<file path="src/rtl/necpu_pkg.sv">
// Shared NECPU definitions: opcodes, instruction field layout, decoded-instruction
// record and front-end FSM states.
package necpu_pkg;

  localparam int unsigned PC_WIDTH   = 8;
  localparam int unsigned INST_WIDTH = 16;

  localparam int unsigned OPC_MSB = 15;
  localparam int unsigned OPC_LSB = 12;
  localparam int unsigned RD_MSB  = 11;
  localparam int unsigned RD_LSB  = 8;
  localparam int unsigned RA_MSB  = 7;
  localparam int unsigned RA_LSB  = 4;
  localparam int unsigned RB_MSB  = 3;
  localparam int unsigned RB_LSB  = 0;
  localparam int unsigned IMM_MSB = 7;
  localparam int unsigned IMM_LSB = 0;

  typedef enum logic [3:0] {
    InstNOP   = 4'd0,
    InstLOAD  = 4'd1,
    InstSTORE = 4'd2,
    InstSET   = 4'd3,
    InstLT    = 4'd4,
    InstEQ    = 4'd5,
    InstBEQ   = 4'd6,
    InstBNEQ  = 4'd7,
    InstADD   = 4'd8,
    InstSUB   = 4'd9,
    InstSHL   = 4'd10,
    InstSHR   = 4'd11,
    InstAND   = 4'd12,
    InstOR    = 4'd13,
    InstINV   = 4'd14,
    InstXOR   = 4'd15
  } opcode_e;

  typedef struct packed {
    logic wr_reg;
    logic is_branch;
    logic wr_pc;
    logic is_mem;
  } dec_flags_t;

  typedef struct packed {
    opcode_e    opcode;
    logic [3:0] rd;
    logic [3:0] ra;
    logic [3:0] rb;
    logic [7:0] imm8;
    dec_flags_t flags;
  } dec_inst_t;

  typedef enum logic [1:0] {
    StStop = 2'd0,
    StRun  = 2'd1,
    StHold = 2'd2
  } fetch_state_e;

  // Every opcode that produces a register result, including the R0/PC alias.
  function automatic logic is_reg_write(input opcode_e op);
    return op inside {InstLOAD, InstSET, InstLT, InstEQ, InstADD, InstSUB,
                      InstSHL, InstSHR, InstAND, InstOR, InstINV, InstXOR};
  endfunction

endpackage

</file>
<file path="src/rtl/inst_fetch_decode_if.sv">
// Front-end bus: ROM address/data, redirect from execute and decode slot handshake.
interface inst_fetch_decode_if #(
  parameter int unsigned PC_W   = 8,
  parameter int unsigned INST_W = 16
);

  logic [PC_W-1:0]   rom_addr;
  logic [INST_W-1:0] rom_inst;
  logic              redirect_valid;
  logic [PC_W-1:0]   redirect_pc;
  logic              dec_valid;
  logic              dec_ready;
  logic [PC_W-1:0]   dec_pc;
  logic [3:0]        dec_opcode;
  logic [3:0]        dec_rd;
  logic [3:0]        dec_ra;
  logic [3:0]        dec_rb;
  logic [7:0]        dec_imm8;
  logic              dec_wr_reg;
  logic              dec_is_branch;
  logic              dec_wr_pc;
  logic              dec_is_mem;

  modport master (
    output rom_addr,
    input  rom_inst,
    input  redirect_valid,
    input  redirect_pc,
    output dec_valid,
    input  dec_ready,
    output dec_pc,
    output dec_opcode,
    output dec_rd,
    output dec_ra,
    output dec_rb,
    output dec_imm8,
    output dec_wr_reg,
    output dec_is_branch,
    output dec_wr_pc,
    output dec_is_mem
  );

  modport slave (
    input  rom_addr,
    output rom_inst,
    output redirect_valid,
    output redirect_pc,
    input  dec_valid,
    output dec_ready,
    input  dec_pc,
    input  dec_opcode,
    input  dec_rd,
    input  dec_ra,
    input  dec_rb,
    input  dec_imm8,
    input  dec_wr_reg,
    input  dec_is_branch,
    input  dec_wr_pc,
    input  dec_is_mem
  );

endinterface

</file>
<file path="src/rtl/inst_decode.sv">
// Combinational instruction word to fields/class-flags decoder, shared by
// fetch, execute and debug views.
module inst_decode
  import necpu_pkg::*;
#(
  parameter int unsigned INST_W = INST_WIDTH
) (
  input  logic [INST_W-1:0] inst,
  output dec_inst_t         dec
);

  opcode_e    opcode;
  logic [3:0] rd;
  logic       wr_reg;

  always_comb begin
    opcode = opcode_e'(inst[OPC_MSB:OPC_LSB]);
    rd     = inst[RD_MSB:RD_LSB];
    wr_reg = is_reg_write(opcode);

    dec                 = '0;
    dec.opcode          = opcode;
    dec.rd              = rd;
    dec.ra              = inst[RA_MSB:RA_LSB];
    dec.rb              = inst[RB_MSB:RB_LSB];
    dec.imm8            = inst[IMM_MSB:IMM_LSB];
    dec.flags.wr_reg    = wr_reg;
    dec.flags.is_branch = opcode inside {InstBEQ, InstBNEQ};
    dec.flags.is_mem    = opcode inside {InstLOAD, InstSTORE};
    // R0 doubles as the PC, so a write to it is a jump execute must redirect.
    dec.flags.wr_pc     = wr_reg && (rd == '0);
  end

endmodule

</file>
<file path="src/rtl/inst_fetch_decode.sv">
// NECPU fetch/decode front end: owns the fetch PC, registers the ROM word with
// its decode into a single slot and hands it to execute over valid/ready.
module inst_fetch_decode
  import necpu_pkg::*;
#(
  parameter int unsigned     PC_W     = PC_WIDTH,
  parameter int unsigned     INST_W   = INST_WIDTH,
  parameter logic [PC_W-1:0] RESET_PC = '0
) (
  input  logic                clk,
  input  logic                reset,
  input  logic                run,
  inst_fetch_decode_if.master bus
);

  fetch_state_e    state;
  fetch_state_e    state_next;
  logic [PC_W-1:0] pc;
  logic            slot_valid;
  logic [PC_W-1:0] slot_pc;
  dec_inst_t       slot;
  dec_inst_t       dec_word;
  logic            slot_free;
  logic            capture;

  inst_decode #(
    .INST_W (INST_W)
  ) u_decode (
    .inst (bus.rom_inst),
    .dec  (dec_word)
  );

  always_ff @(posedge clk) begin
    if (reset) begin
      state <= StStop;
    end else begin
      state <= state_next;
    end
  end

  always_comb begin
    state_next = state;
    if (bus.redirect_valid) begin
      state_next = run ? StRun : StStop;
    end else begin
      unique case (state)
        StStop: begin
          if (run) state_next = StRun;
        end
        StRun: begin
          if (slot_valid && !bus.dec_ready) state_next = StHold;
          else if (!run)                    state_next = StStop;
        end
        StHold: begin
          if (bus.dec_ready) state_next = run ? StRun : StStop;
        end
        default: state_next = StStop;
      endcase
    end
  end

  // HOLD also captures on the cycle its slot drains, so release costs no bubble.
  always_comb begin
    slot_free = !slot_valid || bus.dec_ready;
    capture   = run && slot_free && !bus.redirect_valid && (state != StStop);
  end

  always_ff @(posedge clk) begin
    if (reset) begin
      pc         <= RESET_PC;
      slot_valid <= 1'b0;
      slot_pc    <= '0;
      slot       <= '0;
    end else if (bus.redirect_valid) begin
      pc         <= bus.redirect_pc;
      slot_valid <= 1'b0;
    end else if (capture) begin
      pc         <= pc + PC_W'(1);
      slot_valid <= 1'b1;
      slot_pc    <= pc;
      slot       <= dec_word;
    end else if (bus.dec_ready) begin
      slot_valid <= 1'b0;
    end
  end

  assign bus.rom_addr      = pc;
  assign bus.dec_valid     = slot_valid;
  assign bus.dec_pc        = slot_pc;
  assign bus.dec_opcode    = slot.opcode;
  assign bus.dec_rd        = slot.rd;
  assign bus.dec_ra        = slot.ra;
  assign bus.dec_rb        = slot.rb;
  assign bus.dec_imm8      = slot.imm8;
  assign bus.dec_wr_reg    = slot.flags.wr_reg;
  assign bus.dec_is_branch = slot.flags.is_branch;
  assign bus.dec_wr_pc     = slot.flags.wr_pc;
  assign bus.dec_is_mem    = slot.flags.is_mem;

endmodule
</file>
<file path="src/flat_wrapper.sv">
// flat-port wrapper written by rule: the top's interface ports become plain ports
module inst_fetch_decode_flat import necpu_pkg::*;
#(
  parameter int unsigned     PC_W     = PC_WIDTH,
  parameter int unsigned     INST_W   = INST_WIDTH,
  parameter logic [PC_W-1:0] RESET_PC = '0
)
  (clk, reset, run, bus_rom_addr, bus_rom_inst, bus_redirect_valid, bus_redirect_pc, bus_dec_valid, bus_dec_ready, bus_dec_pc, bus_dec_opcode, bus_dec_rd, bus_dec_ra, bus_dec_rb, bus_dec_imm8, bus_dec_wr_reg, bus_dec_is_branch, bus_dec_wr_pc, bus_dec_is_mem);
  inst_fetch_decode_if #(.PC_W(PC_W), .INST_W(INST_W)) bus_i ();
  input  logic clk;
  input  logic reset;
  input  logic run;
  output wire logic [$bits(bus_i.rom_addr)-1:0] bus_rom_addr;
  input wire logic [$bits(bus_i.rom_inst)-1:0] bus_rom_inst;
  input wire logic [$bits(bus_i.redirect_valid)-1:0] bus_redirect_valid;
  input wire logic [$bits(bus_i.redirect_pc)-1:0] bus_redirect_pc;
  output wire logic [$bits(bus_i.dec_valid)-1:0] bus_dec_valid;
  input wire logic [$bits(bus_i.dec_ready)-1:0] bus_dec_ready;
  output wire logic [$bits(bus_i.dec_pc)-1:0] bus_dec_pc;
  output wire logic [$bits(bus_i.dec_opcode)-1:0] bus_dec_opcode;
  output wire logic [$bits(bus_i.dec_rd)-1:0] bus_dec_rd;
  output wire logic [$bits(bus_i.dec_ra)-1:0] bus_dec_ra;
  output wire logic [$bits(bus_i.dec_rb)-1:0] bus_dec_rb;
  output wire logic [$bits(bus_i.dec_imm8)-1:0] bus_dec_imm8;
  output wire logic [$bits(bus_i.dec_wr_reg)-1:0] bus_dec_wr_reg;
  output wire logic [$bits(bus_i.dec_is_branch)-1:0] bus_dec_is_branch;
  output wire logic [$bits(bus_i.dec_wr_pc)-1:0] bus_dec_wr_pc;
  output wire logic [$bits(bus_i.dec_is_mem)-1:0] bus_dec_is_mem;
  assign bus_rom_addr = bus_i.rom_addr;
  assign bus_i.rom_inst = bus_rom_inst;
  assign bus_i.redirect_valid = bus_redirect_valid;
  assign bus_i.redirect_pc = bus_redirect_pc;
  assign bus_dec_valid = bus_i.dec_valid;
  assign bus_i.dec_ready = bus_dec_ready;
  assign bus_dec_pc = bus_i.dec_pc;
  assign bus_dec_opcode = bus_i.dec_opcode;
  assign bus_dec_rd = bus_i.dec_rd;
  assign bus_dec_ra = bus_i.dec_ra;
  assign bus_dec_rb = bus_i.dec_rb;
  assign bus_dec_imm8 = bus_i.dec_imm8;
  assign bus_dec_wr_reg = bus_i.dec_wr_reg;
  assign bus_dec_is_branch = bus_i.dec_is_branch;
  assign bus_dec_wr_pc = bus_i.dec_wr_pc;
  assign bus_dec_is_mem = bus_i.dec_is_mem;
  inst_fetch_decode #(.PC_W(PC_W), .INST_W(INST_W), .RESET_PC(RESET_PC)) u_core (.clk(clk), .reset(reset), .run(run), .bus(bus_i));
endmodule
</file>
<file path="config.mk">
export PLATFORM = sky130hd
export DESIGN_NAME = inst_fetch_decode_flat
export DESIGN_NICKNAME = d
export VERILOG_FILES = /design/src/rtl/necpu_pkg.sv /design/src/rtl/inst_fetch_decode_if.sv /design/src/rtl/inst_decode.sv /design/src/rtl/inst_fetch_decode.sv /design/src/flat_wrapper.sv
export SDC_FILE = /design/constraint.sdc
export NUM_CORES = 1
export LEC_CHECK = 0
export ABC_AREA = 1
export CORE_UTILIZATION = 46
export DETAILED_ROUTE_END_ITERATION = 7
export PLACE_DENSITY_LB_ADDON = 0.1
export SETUP_SLACK_MARGIN = 0.05
export SLEW_MARGIN = 20
export SYNTH_ARGS = -nofsm -noshare
export SYNTH_HDL_FRONTEND = slang
export SYNTH_SLANG_ARGS = --single-unit
</file>
<file path="constraint.sdc">
create_clock -name clk -period 3.6 [get_ports clk]
set_clock_uncertainty 0.05 [all_clocks]
set_input_delay 0.9 -clock clk [delete_from_list [all_inputs] [get_ports clk]]
set_output_delay 0.9 -clock clk [all_outputs]
set_load 0.02 [all_outputs]
</file>
# [Yosys cells after proc, flatten, opt, wreduce, memory -nomap -nowiden]
# Cells that the tools add are included.
[classes] addsub=1 n_mul=0 shifts=0 div=0 n_eq_ne=20 order_cmp=0 mux=11 bitwise=1 reduce_logical=20
[op_table] op="$eq 4x4->1 const B" n=8
[op_table] op="$eq 4x3->1 const B" n=4
[op_table] op="$mux 8" n=2
[op_table] op="$reduce_bool 12->1" n=1
[op_table] op="$mux 2" n=5
[op_table] op="$reduce_bool 2->1" n=5
[op_table] op="$add 8x1->8 const B" n=1
[op_table] op="$eq 4x2->1 const B" n=2
[op_table] op="$ne 3x3->1 const B" n=2
[op_table] op="$pmux 2 s3" n=1
[op_table] op="$logic_and 1x1->1" n=5
[op_table] op="$eq 4x1->1 const B" n=1
[op_table] op="$logic_not 4->1" n=1
[op_table] op="$ne 4x3->1 const B" n=1
[op_table] op="$logic_not 1->1" n=3
[op_table] op="$mux 1" n=3
[op_table] op="$reduce_and 3->1" n=1
[op_table] op="$eq 2x1->1 const B" n=1
[op_table] op="$eq 2x2->1 const B" n=1
[op_table] op="$logic_not 2->1" n=1
[op_table] op="$reduce_and 2->1" n=1
[op_table] op="$reduce_or 2->1" n=1
[op_table] op="$logic_or 1x1->1" n=1
[op_table] op="$not 1->1" n=1
[word_totals] output_inout_bits=45 mem_bits_ro=0 mem_bits_rw=0 latchBits=0 mem_count=0 elab_cells=66 in_bits=29 ff_bits=47

# [Longest topological paths before layout]
[logic_depth] word_depth=7 mapped_depth=9 ltp_nobuf=9

# [Hierarchy]
# A second synthesis with hierarchy kept.
[hier_totals] cells_unflattened=307 hier_area_um2=2232.1
[modules_own_cells] mod="inst_fetch_decode" cells_per_inst=266 area_per_inst_um2=1970.6 seq_area_each_um2=940.9 n_inst=1
[modules_own_cells] mod="inst_decode" cells_per_inst=41 area_per_inst_um2=261.5 seq_area_each_um2=0.0 n_inst=1

# [Worst setup path after synthesis]
# No wires, ideal clock.
[synth_timing] path_type="in2reg" startpoint="input port bus_redirect_valid" endpoint="register u_core.slot_pc[7] (netlist: u_core.bus.dec_pc[7])" cell_stages=6 path_slack_ps=1808 setup_ps=116 path_buffers=2 required_ps=3434 arrival_time_ps=1626 cell_sequence="buf_6 -> inv_2 -> nand4_2 -> clkbuf_1 -> o21ai_0 -> nor2_1"
[synth_between] elab_chain_cells=4 word_cells_on_any_way=5 cone_classes="1 x bitwise; 4 x reduce/logical"
[synth_lines] element="from (decl)" line="flat_wrapper.sv:15" rtl="input wire logic [$bits(bus_i.redirect_valid)-1:0] bus_redirect_valid;"
[synth_lines] element="$logic_not 1->1" line="inst_fetch_decode.sv:65" rtl="capture = run && slot_free && !bus.redirect_valid && (state != StStop);"
[synth_lines] element="$logic_and 1x1->1 (2 in series)" line="inst_fetch_decode.sv:65"
[synth_lines] element="$reduce_and 2->1 (no source line) *"
[synth_lines] element="to (signal assigned)" line="inst_fetch_decode.sv:80" rtl="slot_pc <= pc;"
[synth_lines] element="to (decl)" line="inst_fetch_decode.sv:20" rtl="logic [PC_W-1:0] slot_pc;"
# Every way passes the cells marked *; elsewhere a longest branch is shown, timed or not.
# A chain may end at the register's enable or synchronous reset.

# [Final worst setup path]
[layout_timing] startpoint="input port bus_redirect_valid" endpoint="register u_core.slot_pc[6] (netlist: u_core.bus.dec_pc[6])"
# The elaborated chain is that of the path after synthesis.

==> summary by stage <==
Setup path
Following the worst setup path forward leads to its endpoint at u_core.bus.dec_pc[6]. Data arrives at the worst endpoint at 2730 ps. The category of the worst setup path capture point is a flop. Walking the worst path, the cells encountered are clkdlybuf4s50_1, inv_2, nand4_2, o21ai_0, nor2_1.

The category of the most critical setup path is in2reg. The critical path data required time is 3720 ps. The number of buffer and inverter stages on the critical path is 2. The endpoint identified for the worst register-to-register timing path is u_core.bus.dec_pc[6]. The number of cells traversed by the worst register-to-register path is 5. The critical path depth in cells is 5. STA classifies the critical path startpoint as an input pin.

The setup check on the worst reg-to-reg path leaves a slack of 1950 ps. The family with the most delay on the worst path is buffers and inverters. In this design, the stage delay of the slowest critical-path cell is 580 ps. The cell at the slowest stage of the critical path is sky130_fd_sc_hd__clkdlybuf4s50_1. The worst register-to-register path begins at u_core.state[0]. Of all nets on the critical path, the largest fanout is 27.

The source of the critical timing path is bus_redirect_valid.

Clock network
The clock tree synthesis step divided the H-tree into 2 levels. The clock latency reported for the late side of the worst-skew pair is 280 ps. Counting every sink on the clock net gives 39. The cell sitting at the root of the clock tree is a sky130_fd_sc_hd__clkbuf_8. The clock slew at the register clock pins of the worst setup and hold paths is 70 ps. TritonCTS built the clock tree. The total setup buffers inserted after CTS is 0. The quantity of hold-fixing buffers added after cts is 0. The number of buffers created by CTS is 5. Post-CTS repair changed the size of 0 cells. The maximum root-to-sink buffer count is 2.

Final layout
0 antenna diodes ended up in the layout. The area growth from synthesis to layout is 42.6%. Measured on the finished design, the core utilization comes to 68.6%. Of the cells placed in the final design, the portion with a size suffix greater than 1 is 5.10%.

The post-layout net count is 343.

Timing
After layout, the worst path uses 72.5% of the clock period. The number of pins with negative max-slew slack in the final report is 0. The post-route setup TNS is 0 ps. The final critical-path required period is 2610 ps. The worst pin sits at a relative slew slack of 59.8%. Setup violations remaining at the end of the flow were counted as 0. The number of hold violations in the final report is 0. Setup repair after global routing left no endpoint under its margin. The achievable frequency is 0.383 GHz. For the pin with the worst max-slew slack, the measured transition is 603 ps.

Synth
The synthesized netlist net count is 281. The sequential element share of the synthesized area is 44.0%. The number of flip-flops and latches in the synthesized netlist is 39.

The yosys synthesis warning count is 0. The post-synthesis instance area is 0.00177 mm2. Dividing the synthesized area by the synthesized cell count gives 7.07 um2. Sorting the synthesized cells by area gives the leading types as sky130_fd_sc_hd__dfxtp_1 (44%), sky130_fd_sc_hd__nor2_1 (12%), sky130_fd_sc_hd__nand2_1 (9.9%), sky130_fd_sc_hd__o21ai_0 (7.3%), sky130_fd_sc_hd__nand3_1 (4.8%). The cell type with the largest total area after synthesis is sky130_fd_sc_hd__dfxtp_1.

The share of synthesized area in the top cell type comes to 44.0%. Counting every instance in the synthesized netlist gives 251. Counting distinct cell types in the post-synthesis netlist gives 27.

Global route
The sum of overflow across all layers after global routing is 0. The number of global-route vias before repair came to 1492. The initial antenna violation count is 0. The largest net degree at the start of global routing is 28. Across every metal layer, demand over resource in global routing totals 20.1%. The first global-routing pass estimated 6.49 mm of wire.

Pwr
Of the total power, registers draw 50.7%. The total internal power is 0.000672 W. Combinational cells account for 18.8% of the total power. The peak supply drop is 0.221 mV. The fraction of power consumed by the clock network is 30.6%. The leakage power is 0.983 nW. Net switching is 27.1% of the power. Power spread over the standard cell area amounts to 364 mW/mm2. The analysis attributes to net switching a power of 0.000249 W.

Drt
The mean number of vias per cell is 4.93. The detailed-router iteration count before antenna repair is 4. The via total after detailed routing is 1784. In the final routed layout, each cell accounts on average for 10.9 um.

Wires add up to 3.96 mm. In the routed design, unresolved DRC markers number 0. The initial DRC count is 125.

The post-detailed-route count of antenna-violating nets is 0.

Floorplanning
The initial core utilization is 48.1%. The floorplan has 22 rows. The die covers 0.00411 mm2. In this run the standard cell core region covers 0.00369 mm2. The number of top-level design ports is 74. Measured along the x axis, the die boundary spans 64.1 um.

The die is 64.1 um tall.

Placed design
The wire-length estimate of the detail-placed layout is 2.71 mm. The global placement routability congestion is 0.823. The number of input and output port buffers inserted is 73.

Min path
The class of the tightest hold or removal check is reg2reg. In this run the most critical hold path is launched from u_core.bus.dec_opcode[1].

Flow run
The tool flagged a number of max-cap violations equal to 0.

Outcome
The run finished with clean final reports.
[routing by layer]
layer | share of wire (%) | global-route usage [%] | up-vias | routed length (um)
li1 | - | - | 920 | -
met1 | 47 | 23.7 | 788 | 1880
met2 | 44 | 34.3 | 68 | 1740
met3 | 6.9 | 5.54 | 8 | 272
met4 | 1.9 | 8.33 | 0 | 74
met5 | 0 | 0 | - | 0
[cells in the mapped netlist]
cell / number
sky130_fd_sc_hd__dfxtp_1: 39
sky130_fd_sc_hd__nand3_2: 1
sky130_fd_sc_hd__buf_6: 2
sky130_fd_sc_hd__nand4_2: 1
sky130_fd_sc_hd__and2_0: 1
sky130_fd_sc_hd__inv_1: 12
sky130_fd_sc_hd__nor2_1: 56
sky130_fd_sc_hd__inv_2: 4
sky130_fd_sc_hd__nand3_1: 17
sky130_fd_sc_hd__nor3_1: 1
sky130_fd_sc_hd__xor2_1: 2
sky130_fd_sc_hd__ha_1: 1
sky130_fd_sc_hd__nand3b_1: 1
sky130_fd_sc_hd__clkbuf_1: 4
sky130_fd_sc_hd__nand2_2: 1
sky130_fd_sc_hd__a21oi_1: 15
sky130_fd_sc_hd__buf_2: 2
sky130_fd_sc_hd__xnor2_1: 1
sky130_fd_sc_hd__o21bai_1: 1
sky130_fd_sc_hd__a211oi_1: 1
sky130_fd_sc_hd__o21ai_0: 26
sky130_fd_sc_hd__buf_1: 1
sky130_fd_sc_hd__nor2_4: 1
sky130_fd_sc_hd__clkbuf_2: 1
sky130_fd_sc_hd__nand4_1: 2
sky130_fd_sc_hd__nand2_1: 47
sky130_fd_sc_hd__buf_4: 10
[metrics by stage]
step / power, W / cell area (um2) / hold slack, ps / worst slack [ps] / instances
floorplan: 0.000570 / 1770 / 432 / 1810 / 251
global placement: 0.000648 / 2450 / 405 / 740 / 354
detailed placement: 0.000649 / 2450 / 412 / 660 / 354
CTS: 0.000928 / 2530 / 422 / 975 / 362
global route: 0.000964 / 2530 / 436 / 760 / 362
finish: 0.000921 / 2530 / 418 / 991 / 362
[power groups by stage]
stage,Clock [W],Sequential [W],Combinational (W)
6_report,0.000281,0.000467,0.000173
5_1_grt,0.000307,0.000469,0.000188
4_1_cts,0.000287,0.000467,0.000174
3_5_place_dp,0,0.000476,0.000172
3_3_place_gp,0,0.000477,0.000171
2_1_floorplan,0,0.000495,0.0000754
[worst register-to-register path: cells and delay by family (launching register included)]
kind	cells	cell delay [ps]
compound gates	1	410
buf+inv	1	60
flops	1	380
simple gates	3	650
[layout by cell type, fill, tap and decap left out, drive strengths merged, types with 2 or more instances in the layout]
master and count:
clkdlybuf4s50 73, nor2 57, nand2 48, dfxtp 39, o21ai 26, nand3 18, inv 16, a21oi 15
clkbuf 7, nand4 3, xor2 2, buf 2
[worst min-delay path by stage]
stage | to | slack, ps | cells after the start
2_1_floorplan | u_core.state[1] | 430 | 2
3_3_place_gp | u_core.bus.dec_wr_reg | 410 | 2
3_5_place_dp | u_core.bus.dec_opcode[0] | 410 | 2
4_1_cts | u_core.bus.dec_opcode[0] | 420 | 2
5_1_grt | u_core.bus.dec_opcode[0] | 440 | 2
6_report | u_core.bus.dec_opcode[1] | 420 | 2
[cells by family (layout without fill, tap and decap cells)]
logic type	Yosys count	after routing	synth area share, %
DFF	39	39	44.0
xor gates and xnor gates	3	3	1.48
AOI/OAI and AO/OA	43	43	12.4
buffers and inverters	36	99	10.8
and+or+nand+nor	129	129	30.6
adders and majority gates	1	1	0.705
[layout make-up]
class	instances	area, um2
inverter	16	60.1
multi-input combinational	176	802
sequential	39	781
clock inverter	1	5.00
clock buffer	7	76.3
tap	48	60.1
fill	352	1160
timing repair buffer	75	746
(Power assumes the default switching activity.)
==> RTL edit (same flow settings) <==
Reset style: asynchronous (`reset`), changed in 2 clocked blocks.
--- a/src/rtl/inst_fetch_decode.sv
+++ b/src/rtl/inst_fetch_decode.sv
@@ -32,3 +32,3 @@
 
-  always_ff @(posedge clk) begin
+  always_ff @(posedge clk or posedge reset) begin
     if (reset) begin
@@ -67,3 +67,3 @@
 
-  always_ff @(posedge clk) begin
+  always_ff @(posedge clk or posedge reset) begin
     if (reset) begin
Behaviour: differs if reset is asserted again (counterexample within 4 cycles, from zero or initial values and one cycle with reset high); with reset held inactive, the same outputs for 10 cycles.
==> RTL edit against the original RTL <==
Fmax increased by 8.6%. Critical path depth increased by 2. Synthesized area increased by 2.8%. Core utilization increased by 1.6 points. Sequential cell count unchanged. Hold slack improved by 0.019 ns. Global-route usage increased by 2.0 points. Worst setup slack improved by 0.21 ns. Die area increased by 2.7%. Final area increased by 3.8%. Wire length increased by 3.3%. Critical path type unchanged. Critical endpoint is now u_core.bus.rom_addr[2]$_DFFE_PP0P_.
Power is not compared: it rests on default switching activity, and its combinational part moved more than twofold at a synthesized area within 25%.
==> RTL edit: results (changes against the original RTL) <==
INFO  metric result_of_the_run = complete, no violations
INFO  metric globalRouteMet3Util = 5.46% (-0.078 points)
INFO  metric post_dp_cell_area = 0.00254 mm² (+3.9%)
INFO  metric yosys.cell_count.top_type = sky130_fd_sc_hd__nand2_1
INFO  metric dp_hpwl = 2.97 mm (+9.7%)
INFO  metric clockRootBuffer = sky130_fd_sc_hd__clkbuf_8
INFO  metric met1_usage = 28.0% (+4.3 points)
INFO  metric met1_length = 1.83 mm (-2.4%)
INFO  metric classification_of_the_worst_slack_hold_path = register to register
INFO  metric quantity_of_gates_resized_following_cts = 0 (unchanged)
INFO  metric port-buffer-count = 73 (unchanged)
INFO  metric drtIter0Drc = 126 (+0.80%)
INFO  metric power.leakage = 1.28 nW
INFO  metric synth_cell_type_count = 24 (-11%)
INFO  metric synth-async-reset-ratio = 100% (+100 points)
INFO  metric detail_route.wirelength = 4.09 mm (+3.3%)
INFO  metric drt_first_pass_iters = 4 (unchanged)
INFO  metric cts_buffers = 5 (unchanged)
INFO  metric yosysSeqAreaShare = 53.5% (+9.5 points)
INFO  metric synth.area.top_cells = sky130_fd_sc_hd__dfrtp_1 (53%), sky130_fd_sc_hd__nand2_1 (17%), sky130_fd_sc_hd__nand3_1 (6.9%), sky130_fd_sc_hd__inv_1 (4.1%), sky130_fd_sc_hd__buf_4 (3.3%)
INFO  metric net-switching-power = 0.588 mW
INFO  metric met2_wirelength = 1.95 mm (+12%)
INFO  metric cts.repair_timing.setup_buffer_count = 0 (unchanged)
INFO  metric synth.top_cells.by_count = sky130_fd_sc_hd__nand2_1 (84), sky130_fd_sc_hd__dfrtp_1 (39), sky130_fd_sc_hd__nand3_1 (25)
INFO  metric top_layer_used_by_detailed_routing = met4
INFO  metric nNetsFinal = 322 (-6.1%)
INFO  metric post_route_cells_drive_above_1_share = 5.46% (+0.37 points)
INFO  metric ir_worst_vdd = 0.000293 V
INFO  metric insertion_delay = 0.29 ns
INFO  metric initial_antenna_violation_count = 0 (unchanged)
INFO  metric clk_pin_slew = 0.07 ns (about the same)
INFO  metric crit_fanout = 24 (-11%)
INFO  metric globalRouteMet2Util = 36.6% (+2.3 points)
INFO  metric grt_max_degree = 40 (+43%)
INFO  metric via_per_inst = 4.84 (-1.8%)
INFO  metric via_count_of_the_first_global_routing_pass = 1655 (+11%)
INFO  metric critical_path_arrival = 2.52 ns (-0.21 ns)
INFO  metric synthesis.nets = 253 (-10%)
INFO  metric ctsHtreeMaxLevel = 2 (unchanged)
INFO  metric worst_pin_slew = 0.475 ns (-0.128 ns)
INFO  metric wire_length_of_the_first_global_routing_pass = 7.17 mm (+10%)
INFO  metric place.gp.congestion = 0.788 (-4.3%)
INFO  metric wl_met3 = 262 µm (-3.7%)
INFO  metric grt_use_total = 22.2% (+2.0 points)
-- RTL edit: changes by cell type after synthesis, sizes merged, moves of 2 or more --
cell	change
nor2	-48
dfrtp	+39
dfxtp	-39
nand2	+37
a21oi	-13
o21ai	-9
nand4	-2
clkbuf	-4
inv	+6
nand3	+8
-- RTL edit: cell families after synthesis --
logic type / count (synthesis) / share of synthesized area (%)
XOR/XNOR: 2 / 0.960
AND/OR/NAND/NOR: 123 / 28.8
adder cells (fa/ha/maj): 1 / 0.686
AO/OA/AOI/OAI: 21 / 6.04
flip-flops: 39 / 53.5
buffers and inverters: 37 / 10.0
-- RTL edit: path summary, 6_finish.rpt --
kind                                                  start                              endpoint  depth (start not counted)  slack (ns)
min reg2reg                u_core.bus.dec_pc[0]$_DFFE_PP0P_      u_core.bus.dec_pc[0]$_DFFE_PP0P_                          2        0.44
min in group asynchronous                             reset  u_core.bus.dec_opcode[3]$_DFFE_PP0P_                          3        0.98
max                                      bus_redirect_valid    u_core.bus.rom_addr[2]$_DFFE_PP0P_                          7        1.20
min                        u_core.bus.dec_pc[0]$_DFFE_PP0P_      u_core.bus.dec_pc[0]$_DFFE_PP0P_                          2        0.44
max reg2reg                u_core.bus.dec_valid$_DFFE_PP0P_    u_core.bus.rom_addr[2]$_DFFE_PP0P_                          5        1.96
max in group asynchronous                             reset    u_core.bus.rom_addr[7]$_DFFE_PP0P_                          3        2.19
-- RTL edit: power groups by stage --
stage	logic, mW	registers [mW]	clock network [mW]
2_1_floorplan	0.245	0.779	0
3_3_place_gp	0.695	0.644	0
3_5_place_dp	0.705	0.644	0
4_1_cts	0.708	0.637	0.291
5_1_grt	0.754	0.652	0.311
6_report	0.700	0.637	0.280
-- RTL edit: area by class of cell --
cell class              instances  area [µm²]
clock buffers                   7        76.3
clock inverters                 1        5.00
fillers                       328        1120
inverters                      22        82.6
multi-input cells             147         666
flip-flops and latches         39         976
well taps                      48        60.1
repair buffers                 77         761
-- RTL edit: critical path, cell delays in order --
cell and delay, ns:
sky130_fd_sc_hd__clkdlybuf4s50_1 0.40, sky130_fd_sc_hd__buf_4 0.18, sky130_fd_sc_hd__nor2_2 0.16, sky130_fd_sc_hd__nand3_2 0.38, sky130_fd_sc_hd__buf_4 0.34, sky130_fd_sc_hd__nand3_1 0.07, sky130_fd_sc_hd__o211ai_1 0.08
-- RTL edit: stage by stage --
step,setup slack [ns],std cells,hold WS (ns)
after floorplan,1.76,223,0.481
after global placement,0.941,333,0.412
after detailed placement,0.866,333,0.417
after CTS,1.18,341,0.436
after global routing,1.04,341,0.457
final,1.20,341,0.437
